File: src/rtl/alu_pkg.sv
// Shared ALU definitions: 4-bit op codes, issuer FSM states, MIPS opcode/funct constants.
package alu_pkg;

  typedef enum logic [3:0] {
    ALU_AND = 4'b0000,
    ALU_OR  = 4'b0001,
    ALU_ADD = 4'b0010,
    ALU_SUB = 4'b0011,
    ALU_SLT = 4'b0100,
    ALU_SLL = 4'b0101,
    ALU_SRL = 4'b0110,
    ALU_BEQ = 4'b0111,
    ALU_LUI = 4'b1000,
    ALU_BGT = 4'b1001,
    ALU_BNE = 4'b1010,
    ALU_MUL = 4'b1011
  } alu_op_e;

  typedef enum logic [1:0] {
    ST_IDLE = 2'd0,
    ST_EXEC = 2'd1,
    ST_RESP = 2'd2
  } iss_state_e;

  localparam logic [5:0] OP_RTYPE = 6'h00;
  localparam logic [5:0] OP_BEQ   = 6'h04;
  localparam logic [5:0] OP_BNE   = 6'h05;
  localparam logic [5:0] OP_BGT   = 6'h07;
  localparam logic [5:0] OP_ADDI  = 6'h08;
  localparam logic [5:0] OP_SLTI  = 6'h0A;
  localparam logic [5:0] OP_LUI   = 6'h0F;

  localparam logic [5:0] FN_SLL = 6'h00;
  localparam logic [5:0] FN_SRL = 6'h06;
  localparam logic [5:0] FN_MUL = 6'h18;
  localparam logic [5:0] FN_ADD = 6'h20;
  localparam logic [5:0] FN_SUB = 6'h22;
  localparam logic [5:0] FN_AND = 6'h24;
  localparam logic [5:0] FN_OR  = 6'h25;
  localparam logic [5:0] FN_SLT = 6'h2A;

  // Compare ops report only the zero flag; their numeric result is dropped.
  function automatic logic is_cmp_op(input alu_op_e op);
    return (op == ALU_BEQ) || (op == ALU_BGT) || (op == ALU_BNE);
  endfunction

endpackage

File: src/rtl/alu_issuer_dec.sv
// Combinational MIPS decoder for alu_issuer.
// Multiply (funct 0x18) decodes only when ALU_ISSUER_MUL_EN is defined.
module alu_issuer_dec
  import alu_pkg::*;
(
  input  logic [31:0] instr_i,
  output alu_op_e     ctrl_o,
  output logic        src2_imm_o,
  output logic [31:0] imm_o,
  output logic [31:0] shamt_o,
  output logic        illegal_o
);

  logic [5:0] opcode;
  logic [5:0] funct;
  logic       unused_fields;

  assign opcode        = instr_i[31:26];
  assign funct         = instr_i[5:0];
  assign imm_o         = {{16{instr_i[15]}}, instr_i[15:0]};
  assign unused_fields = ^instr_i[25:16];

  // Opcode/funct to ALU op, operand-2 source and shift amount.
  always_comb begin
    ctrl_o     = ALU_AND;
    src2_imm_o = 1'b0;
    shamt_o    = '0;
    illegal_o  = 1'b0;
    unique case (opcode)
      OP_RTYPE: begin
        unique case (funct)
          FN_AND: ctrl_o = ALU_AND;
          FN_OR:  ctrl_o = ALU_OR;
          FN_ADD: ctrl_o = ALU_ADD;
          FN_SUB: ctrl_o = ALU_SUB;
          FN_SLT: ctrl_o = ALU_SLT;
          FN_SRL: ctrl_o = ALU_SRL;
          FN_SLL: begin
            ctrl_o  = ALU_SLL;
            shamt_o = {27'b0, instr_i[10:6]};
          end
`ifdef ALU_ISSUER_MUL_EN
          FN_MUL: ctrl_o = ALU_MUL;
`endif
          default: illegal_o = 1'b1;
        endcase
      end
      OP_ADDI: begin ctrl_o = ALU_ADD; src2_imm_o = 1'b1; end
      OP_SLTI: begin ctrl_o = ALU_SLT; src2_imm_o = 1'b1; end
      OP_LUI:  begin ctrl_o = ALU_LUI; src2_imm_o = 1'b1; end
      OP_BEQ:  ctrl_o = ALU_BEQ;
      OP_BNE:  ctrl_o = ALU_BNE;
      OP_BGT:  ctrl_o = ALU_BGT;
      default: illegal_o = 1'b1;
    endcase
  end

endmodule

File: src/rtl/alu_issuer.sv
// alu_issuer: accepts one MIPS instruction, drives registered ALU operands,
// waits out EXEC, captures the ALU result and holds it until consumed.
// Optional multiply support under macro ALU_ISSUER_MUL_EN.
module alu_issuer
  import alu_pkg::*;
#(
  parameter int          MUL_WAIT   = 2,
  parameter logic [31:0] ERR_RESULT = 32'hDEAD_BEEF
) (
  input  logic        clk_i,
  input  logic        rst_i,
  input  logic        cmd_valid_i,
  output logic        cmd_ready_o,
  input  logic [31:0] cmd_instr_i,
  input  logic [31:0] cmd_rs_i,
  input  logic [31:0] cmd_rt_i,
  output logic [31:0] alu_src1_o,
  output logic [31:0] alu_src2_o,
  output logic [3:0]  alu_ctrl_o,
  output logic [31:0] alu_shamt_o,
  input  logic [31:0] alu_result_i,
  input  logic        alu_zero_i,
  output logic        rsp_valid_o,
  input  logic        rsp_ready_i,
  output logic [31:0] rsp_result_o,
  output logic        rsp_flag_o,
  output logic        rsp_err_o
);

  alu_op_e     dec_ctrl;
  logic        dec_src2_imm;
  logic [31:0] dec_imm;
  logic [31:0] dec_shamt;
  logic        dec_illegal;

  alu_issuer_dec u_dec (
    .instr_i    (cmd_instr_i),
    .ctrl_o     (dec_ctrl),
    .src2_imm_o (dec_src2_imm),
    .imm_o      (dec_imm),
    .shamt_o    (dec_shamt),
    .illegal_o  (dec_illegal)
  );

  iss_state_e  state_q, state_d;
  logic        cmd_ready_q, cmd_ready_d;
  logic        rsp_valid_q, rsp_valid_d;
  logic [31:0] src1_q, src1_d;
  logic [31:0] src2_q, src2_d;
  logic [31:0] shamt_q, shamt_d;
  alu_op_e     ctrl_q, ctrl_d;
  logic [31:0] result_q, result_d;
  logic        flag_q, flag_d;
  logic        err_q, err_d;
  logic        exec_done;
`ifdef ALU_ISSUER_MUL_EN
  logic [3:0]  cnt_q, cnt_d;
`endif

  // Next-state and response capture for the IDLE -> EXEC -> RESP handshake.
  always_comb begin
    state_d   = state_q;
    src1_d    = src1_q;
    src2_d    = src2_q;
    shamt_d   = shamt_q;
    ctrl_d    = ctrl_q;
    result_d  = result_q;
    flag_d    = flag_q;
    err_d     = err_q;
    exec_done = 1'b1;
`ifdef ALU_ISSUER_MUL_EN
    cnt_d     = cnt_q;
    exec_done = (cnt_q == 4'd0);
`endif
    unique case (state_q)
      ST_IDLE: begin
        if (cmd_valid_i) begin
          if (dec_illegal) begin
            // Illegal instructions skip the ALU entirely.
            state_d  = ST_RESP;
            result_d = ERR_RESULT;
            flag_d   = 1'b0;
            err_d    = 1'b1;
          end else begin
            state_d = ST_EXEC;
            src1_d  = cmd_rs_i;
            src2_d  = dec_src2_imm ? dec_imm : cmd_rt_i;
            shamt_d = dec_shamt;
            ctrl_d  = dec_ctrl;
`ifdef ALU_ISSUER_MUL_EN
            cnt_d   = (dec_ctrl == ALU_MUL) ? 4'(MUL_WAIT) : 4'd0;
`endif
          end
        end
      end
      ST_EXEC: begin
        if (exec_done) begin
          state_d  = ST_RESP;
          err_d    = 1'b0;
          flag_d   = is_cmp_op(ctrl_q) ? alu_zero_i : 1'b0;
          result_d = is_cmp_op(ctrl_q) ? 32'd0 : alu_result_i;
        end
`ifdef ALU_ISSUER_MUL_EN
        else begin
          cnt_d = cnt_q - 4'd1;
        end
`endif
      end
      ST_RESP: begin
        if (rsp_ready_i) state_d = ST_IDLE;
      end
      default: state_d = ST_IDLE;
    endcase
    cmd_ready_d = (state_d == ST_IDLE);
    rsp_valid_d = (state_d == ST_RESP);
  end

  // State and registered outputs; reset drops any in-flight operation.
  always_ff @(posedge clk_i or posedge rst_i) begin
    if (rst_i) begin
      state_q     <= ST_IDLE;
      cmd_ready_q <= 1'b1;
      rsp_valid_q <= 1'b0;
      src1_q      <= '0;
      src2_q      <= '0;
      shamt_q     <= '0;
      ctrl_q      <= ALU_AND;
      result_q    <= '0;
      flag_q      <= 1'b0;
      err_q       <= 1'b0;
`ifdef ALU_ISSUER_MUL_EN
      cnt_q       <= '0;
`endif
    end else begin
      state_q     <= state_d;
      cmd_ready_q <= cmd_ready_d;
      rsp_valid_q <= rsp_valid_d;
      src1_q      <= src1_d;
      src2_q      <= src2_d;
      shamt_q     <= shamt_d;
      ctrl_q      <= ctrl_d;
      result_q    <= result_d;
      flag_q      <= flag_d;
      err_q       <= err_d;
`ifdef ALU_ISSUER_MUL_EN
      cnt_q       <= cnt_d;
`endif
    end
  end

  assign cmd_ready_o  = cmd_ready_q;
  assign rsp_valid_o  = rsp_valid_q;
  assign alu_src1_o   = src1_q;
  assign alu_src2_o   = src2_q;
  assign alu_ctrl_o   = ctrl_q;
  assign alu_shamt_o  = shamt_q;
  assign rsp_result_o = result_q;
  assign rsp_flag_o   = flag_q;
  assign rsp_err_o    = err_q;

endmodule

File: config.mk
export PLATFORM = sky130hd
export DESIGN_NAME = alu_issuer
export DESIGN_NICKNAME = d
export VERILOG_FILES = /design/src/rtl/alu_pkg.sv /design/src/rtl/alu_issuer_dec.sv /design/src/rtl/alu_issuer.sv
export SDC_FILE = /design/constraint.sdc
export NUM_CORES = 1
export LEC_CHECK = 0
export ABC_AREA = 0
export CORE_MARGIN = 3
export CORE_UTILIZATION = 36
export DETAILED_ROUTE_END_ITERATION = 6
export GPL_TIMING_DRIVEN = 0
export HOLD_SLACK_MARGIN = 0.06
export PLACE_DENSITY = 0.77
export SYNTH_ARGS = -nofsm -noshare
export SYNTH_HDL_FRONTEND = slang
export SYNTH_SLANG_ARGS = --single-unit
File: constraint.sdc
create_clock -name clk_i -period 4 [get_ports clk_i]
set_clock_uncertainty 0.1 [all_clocks]
set_input_delay 0.8 -clock clk_i [delete_from_list [all_inputs] [get_ports clk_i]]
set_output_delay 0.8 -clock clk_i [all_outputs]
set_load 0.1 [all_outputs]
After elaboration in Yosys (flattened, before gate mapping). Index checks and enable logic that the tools add are counted.

Bits in registers: 138. Input bits: 133. Output and inout port bits: 136. Logic and storage cells: 66.

Eq/ne operators: 20. Muxes and demuxes: 23. Bitwise operators: 1. Reduce and logical (&&, ||, !) cells: 12.

Operators by type and width (count): 32-bit two-way mux (5); 32-bit case mux with 2 select lines (1); 6-bit equality test (second input constant) (5); 4-bit case mux with 7 select lines (1); 6-bit by 3-bit equality test with 1-bit output (second input constant) (4); 6-bit by 4-bit equality test with 1-bit output (second input constant) (3); 3-bit case mux with 6 select lines (1); 6-bit logical NOT (2); 4-bit equality test (second input constant) (2); 1-bit two-way mux (7); 7-bit OR reduction (1); 2-bit two-way mux (3); 1-bit case mux with 2 select lines (3); 2-bit case mux with 3 select lines (1); 3-bit AND reduction (2); 6-bit OR reduction (1); 5-bit two-way mux (1); 2-bit equality test (second input constant) (2); 4-bit by 3-bit equality test with 1-bit output (second input constant) (1); 2-bit logical NOT (2); 2-bit inequality test (second input constant) (2); 3-bit OR reduction (1); 2-bit by 1-bit equality test with 1-bit output (second input constant) (1); 1-bit logical OR (2); other kinds (2) (2).

Longest topological paths before layout.
Depth after elaboration: 8. Mapped depth: 8. Mapped depth without buffers: 5.

Hierarchy. Synthesis repeated with hierarchy kept, for this count alone.

Cells, all modules: 496. Area total of the unflattened synthesis: 6249.7 µm².

Modules (own cells, without submodules): alu_issuer (times used 1, cells each 386, area each 5442.7 µm², sequential area each 3454.6 µm²); alu_issuer_dec (times used 1, cells each 110, area each 807.0 µm², sequential area each 0.0 µm²).

Worst setup path after synthesis. Ideal clock, no wire load.

Kind: input port to flip-flop. Start: input port cmd_instr_i[28]. End: register src1_q[24], in the netlist alu_src1_o[24]. Setup time: 125 ps. Arrival: 2517 ps. Data required time: 3775 ps. Setup slack: 1257 ps. Stages: 8. Buffers on the path: 3. Path through: buf_6 or3_1 a211o_1 o221ai_2 or2_4 buf_8 buf_8 mux2_4.

Word-level cells in the longest chain between the ends: 5. Elaborated cells between the ends (all ways): 11. Classes of those cells: 6 x eq/ne; 1 x mux; 1 x bitwise; 3 x reduce/logical.

Ends and longest elaborated chain: start, declared (line alu_issuer.sv:14) `input logic [31:0] cmd_instr_i,`; 6-bit by 4-bit equality test with 1-bit output or 6-bit by 3-bit equality test with 1-bit output (tied branches) (line alu_issuer_dec.sv:29) `unique case (opcode)`; 6-bit OR reduction (no source line); 1-bit case mux with 2 select lines * (line alu_issuer_dec.sv:29); 1-bit inverter (no source line) *; 3-bit AND reduction (no source line) *; end signal, assigned (line alu_issuer.sv:138) `src1_q <= src1_d;`; end, declared (line alu_issuer.sv:48) `logic [31:0] src1_q, src1_d;`.

Every way passes the cells marked *; elsewhere a longest branch is shown, timed or not. A chain may end at the register's enable or synchronous reset.

Worst setup path in the final report.
Start: input port cmd_instr_i[26]. End: register src1_q[2], in the netlist alu_src1_o[2].

The elaborated chain is that of the path after synthesis.

==> impl_metrics.tcl <==
set metrics [dict create \
    yosys.area_share.simple_pct 11.67 \
    area_delta_synth_final_pct 56.01 \
    worst_pin_slew_ns 1.044 \
    crit_path_end_kind "register" \
    p_seq_share_pct 26.8 \
    start_util_pct 37.27 \
    ant_nets 0 \
    synth-compound-area-share_pct 9.610 \
    clk_latency_ns 0.34 \
    grt_pass1_wl_um 24070 \
    r2r_slack_ns 1.89 \
    ys.flop_type "dfrtp_1" \
    worstSetupPathType "in -> reg" \
    cts_hold_buf 0 \
    grt_max_degree 59 \
    port_buffers 227 \
    min_path_cells 2 \
    setup_viol 0 \
    final_cell_mix "clkdlybuf4s50_1 (227), dfrtp_1 (110), nand3_1 (49), o21ai_0 (40), nand2_1 (37)" \
    drtPass1Iterations 4 \
    post_cts_buffers 0 \
    die_h_um 126.6 \
    wl_per_cell_um 16.49 \
    synth_mux_area_share_pct 15.87 \
    cp-start-kind "input pin" \
    cts_resized 0 \
    worstPathRequired_ns 4.12 \
    fin_util_pct 58.15 \
    p_switching_mw 3.083 \
    ir_drop_uv 461.4 \
    fillerInstances 1137 \
    reg2reg_to "rsp_result_o[8]$_DFFE_PP0P_" \
    p_int_mw 2.711 \
    clock.fmax_mhz 319.2 \
    overflow 0 \
    worstPathArrival_ns 3.25 \
    numCtsBuffers 9 \
    design_area_mm2 0.008165 \
    period_share_pct 78.32 \
    root_buffer "clkbuf_16" \
    nets 868 \
    post_synth_num_cell_types 45 \
    pin_count 269 \
    min_to "rsp_err_o$_DFFE_PP0P_" \
    synth_top_family_by_area "multiplexers" \
    min_path_type "reg -> reg" \
    slew_headroom_pct 30.15 \
    leakage_nw 3.869 \
    whs_ns 0.3937 \
    synth_seq_cells 111 \
    drt_iter0_markers 206 \
    switching_share_pct 53.21 \
    gp_congestion 0.8617 \
    via_per_inst 4.886 \
    layout-drive-gt1-share_pct 12.84 \
    path_max_fanout 10 \
    comb_power_share_pct 57.3 \
    clockBufferDepth 2 \
    synthCells 470 \
    hold_viol 0 \
    clock_sinks 111 \
    multi_input_area_mm2 0.002054 \
    routed_wl_um 15170 \
    cts_tree "built" \
    seq_area_frac_synth_pct 53.10 \
    die_x_um 126.6 \
    synthArstFlopShare_pct 100.0 \
    vias 4495 \
    ys_warn_count 0 \
    slew_violations 0 \
    die-area_mm2 0.01602 \
    min-delay-start "rsp_err_o$_DFFE_PP0P_" \
    status "finished, final reports clean" \
    htree_levels 3 \
    power_mw 5.795 \
    clk_pin_slew_ns 0.07 \
    ff2ff_path_depth 6 \
    grt_usage_pct 18.45 \
    synth_edf_count 0 \
    hpwl_um 11710 \
    power_frac_clock_pct 15.9 \
    drc 0 \
    synth-xor-area-share_pct 0.1673 \
    core_mm2 0.01404 \
    postPlaceCellArea_mm2 0.007859 \
    period_minus_slack_ns 3.133 \
    timing.rr.start "alu_ctrl_o[3]$_DFFE_PP0P_" \
    postSynthAreaPerCell_um2 11.14 \
    regArea_mm2 0.002779 \
    syn-cell-area_mm2 0.005234 \
    power_density_mw_per_mm2 709.7 \
    drv_cap 0 \
    synthAdderAreaFrac_pct 0 \
    grt_pass1_vias 4682 \
    antennaDiodeCount 0 \
    antenna_found_initial 0 \
    grt_setup_unrepaired "no" \
    layout.cells.most_common "clkdlybuf4s50_1" \
    rows 43 \
]
==> per-stage QoR <==
step | TNS (ns) | std cells | setup slack (ns)
6_report | 0 | 920 | 0.8672
5_1_grt | 0 | 920 | 0.7597
4_1_cts | 0 | 920 | 0.8498
3_5_place_dp | 0 | 904 | 0.4791
3_3_place_gp | -150.41 | 903 | -1.372
2_1_floorplan | 0 | 496 | 0.1710
==> routing by layer <==
metal  global-route usage [%]  vias to the layer above  wire length (µm)  share of wire (%)
met4                    5.552                        0               190                1.3
met5                        0                        -                 0                  0
met3                    5.305                       16              1456                9.6
met2                    30.26                      219              7198                 47
li1                         -                     2099                 -                  -
met1                    23.79                     2161              6324                 42
==> layout make-up <==
| class | instances | share of cell area, % |
|---|---|---|
| Buffer | 58 | 5.087 |
| Clock buffer | 10 | 2.927 |
| Clock inverter | 6 | 0.8275 |
| Inverter | 22 | 1.042 |
| Multi-Input combinational cell | 305 | 25.16 |
| Sequential cell | 111 | 34.03 |
| Tap cell | 180 | 2.758 |
| Timing Repair Buffer | 228 | 28.16 |
==> critical path: stages <==
cell             delay, ns
clkdlybuf4s50_1       0.50
or3_1                 0.39
a211o_1               0.30
o221ai_2              0.39
or2_4                 0.22
buf_8                 0.16
buf_12                0.16
mux2_4                0.31
==> flip-flops by register name (all words and copies together), names as in the netlist <==
signal,flops
rsp_flag_o,1
rsp_err_o,1
rsp_valid_o,1
state_q,2
alu_shamt_o,5
rsp_result_o,32
alu_ctrl_o,4
alu_src1_o,32
alu_src2_o,32
cmd_ready_o,1
==> power by group through the flow <==
stage               logic [mW]  registers [mW]  clock network, mW
global placement          3.30            1.55                  0
global route              3.42            1.59              0.980
finish                    3.32            1.56              0.919
CTS                       3.33            1.56              0.949
floorplan                0.513            3.55                  0
detailed placement        3.33            1.57                  0
==> logic make-up after synthesis <==
family          after synthesis
flops                       111
simple gates                123
buf+inv                      80
xor+xnor                      1
mux                          67
other cells                   1
compound gates               87
==> worst max-delay path by stage <==
stage                    start                         end  slack, ns  cells after the start
6_report       cmd_instr_i[26]   alu_src1_o[2]$_DFFE_PP0P_       0.87                      8
5_1_grt        cmd_instr_i[26]  alu_src1_o[24]$_DFFE_PP0P_       0.76                      8
4_1_cts        cmd_instr_i[26]  alu_src1_o[24]$_DFFE_PP0P_       0.85                      8
3_5_place_dp   cmd_instr_i[26]  alu_src1_o[24]$_DFFE_PP0P_       0.48                      8
3_3_place_gp             rst_i  alu_src2_o[31]$_DFFE_PP0P_      -1.37                      2
2_1_floorplan            rst_i   alu_ctrl_o[0]$_DFFE_PP0P_       0.17                      1
==> Yosys cell counts, types with 3 or more instances <==
| cell type | count | area [µm²] |
|---|---|---|
| dfrtp_1 | 110 | 2753 |
| buf_6 | 3 | 33.78 |
| buf_4 | 27 | 202.7 |
| clkbuf_1 | 20 | 75.07 |
| mux2i_1 | 32 | 320.3 |
| a21oi_1 | 23 | 115.1 |
| a22o_1 | 8 | 70.07 |
| o21ai_1 | 4 | 20.02 |
| nand2b_1 | 6 | 37.54 |
| nand2_1 | 37 | 138.9 |
| mux2_4 | 31 | 465.5 |
| buf_12 | 3 | 60.06 |
| nand3_1 | 49 | 245.2 |
| inv_1 | 22 | 82.58 |
| mux2_2 | 4 | 45.04 |
| o21ai_0 | 40 | 200.2 |
| nor2_1 | 8 | 30.03 |
| or3_1 | 4 | 25.02 |
Power figures use the tool's default switching activity.
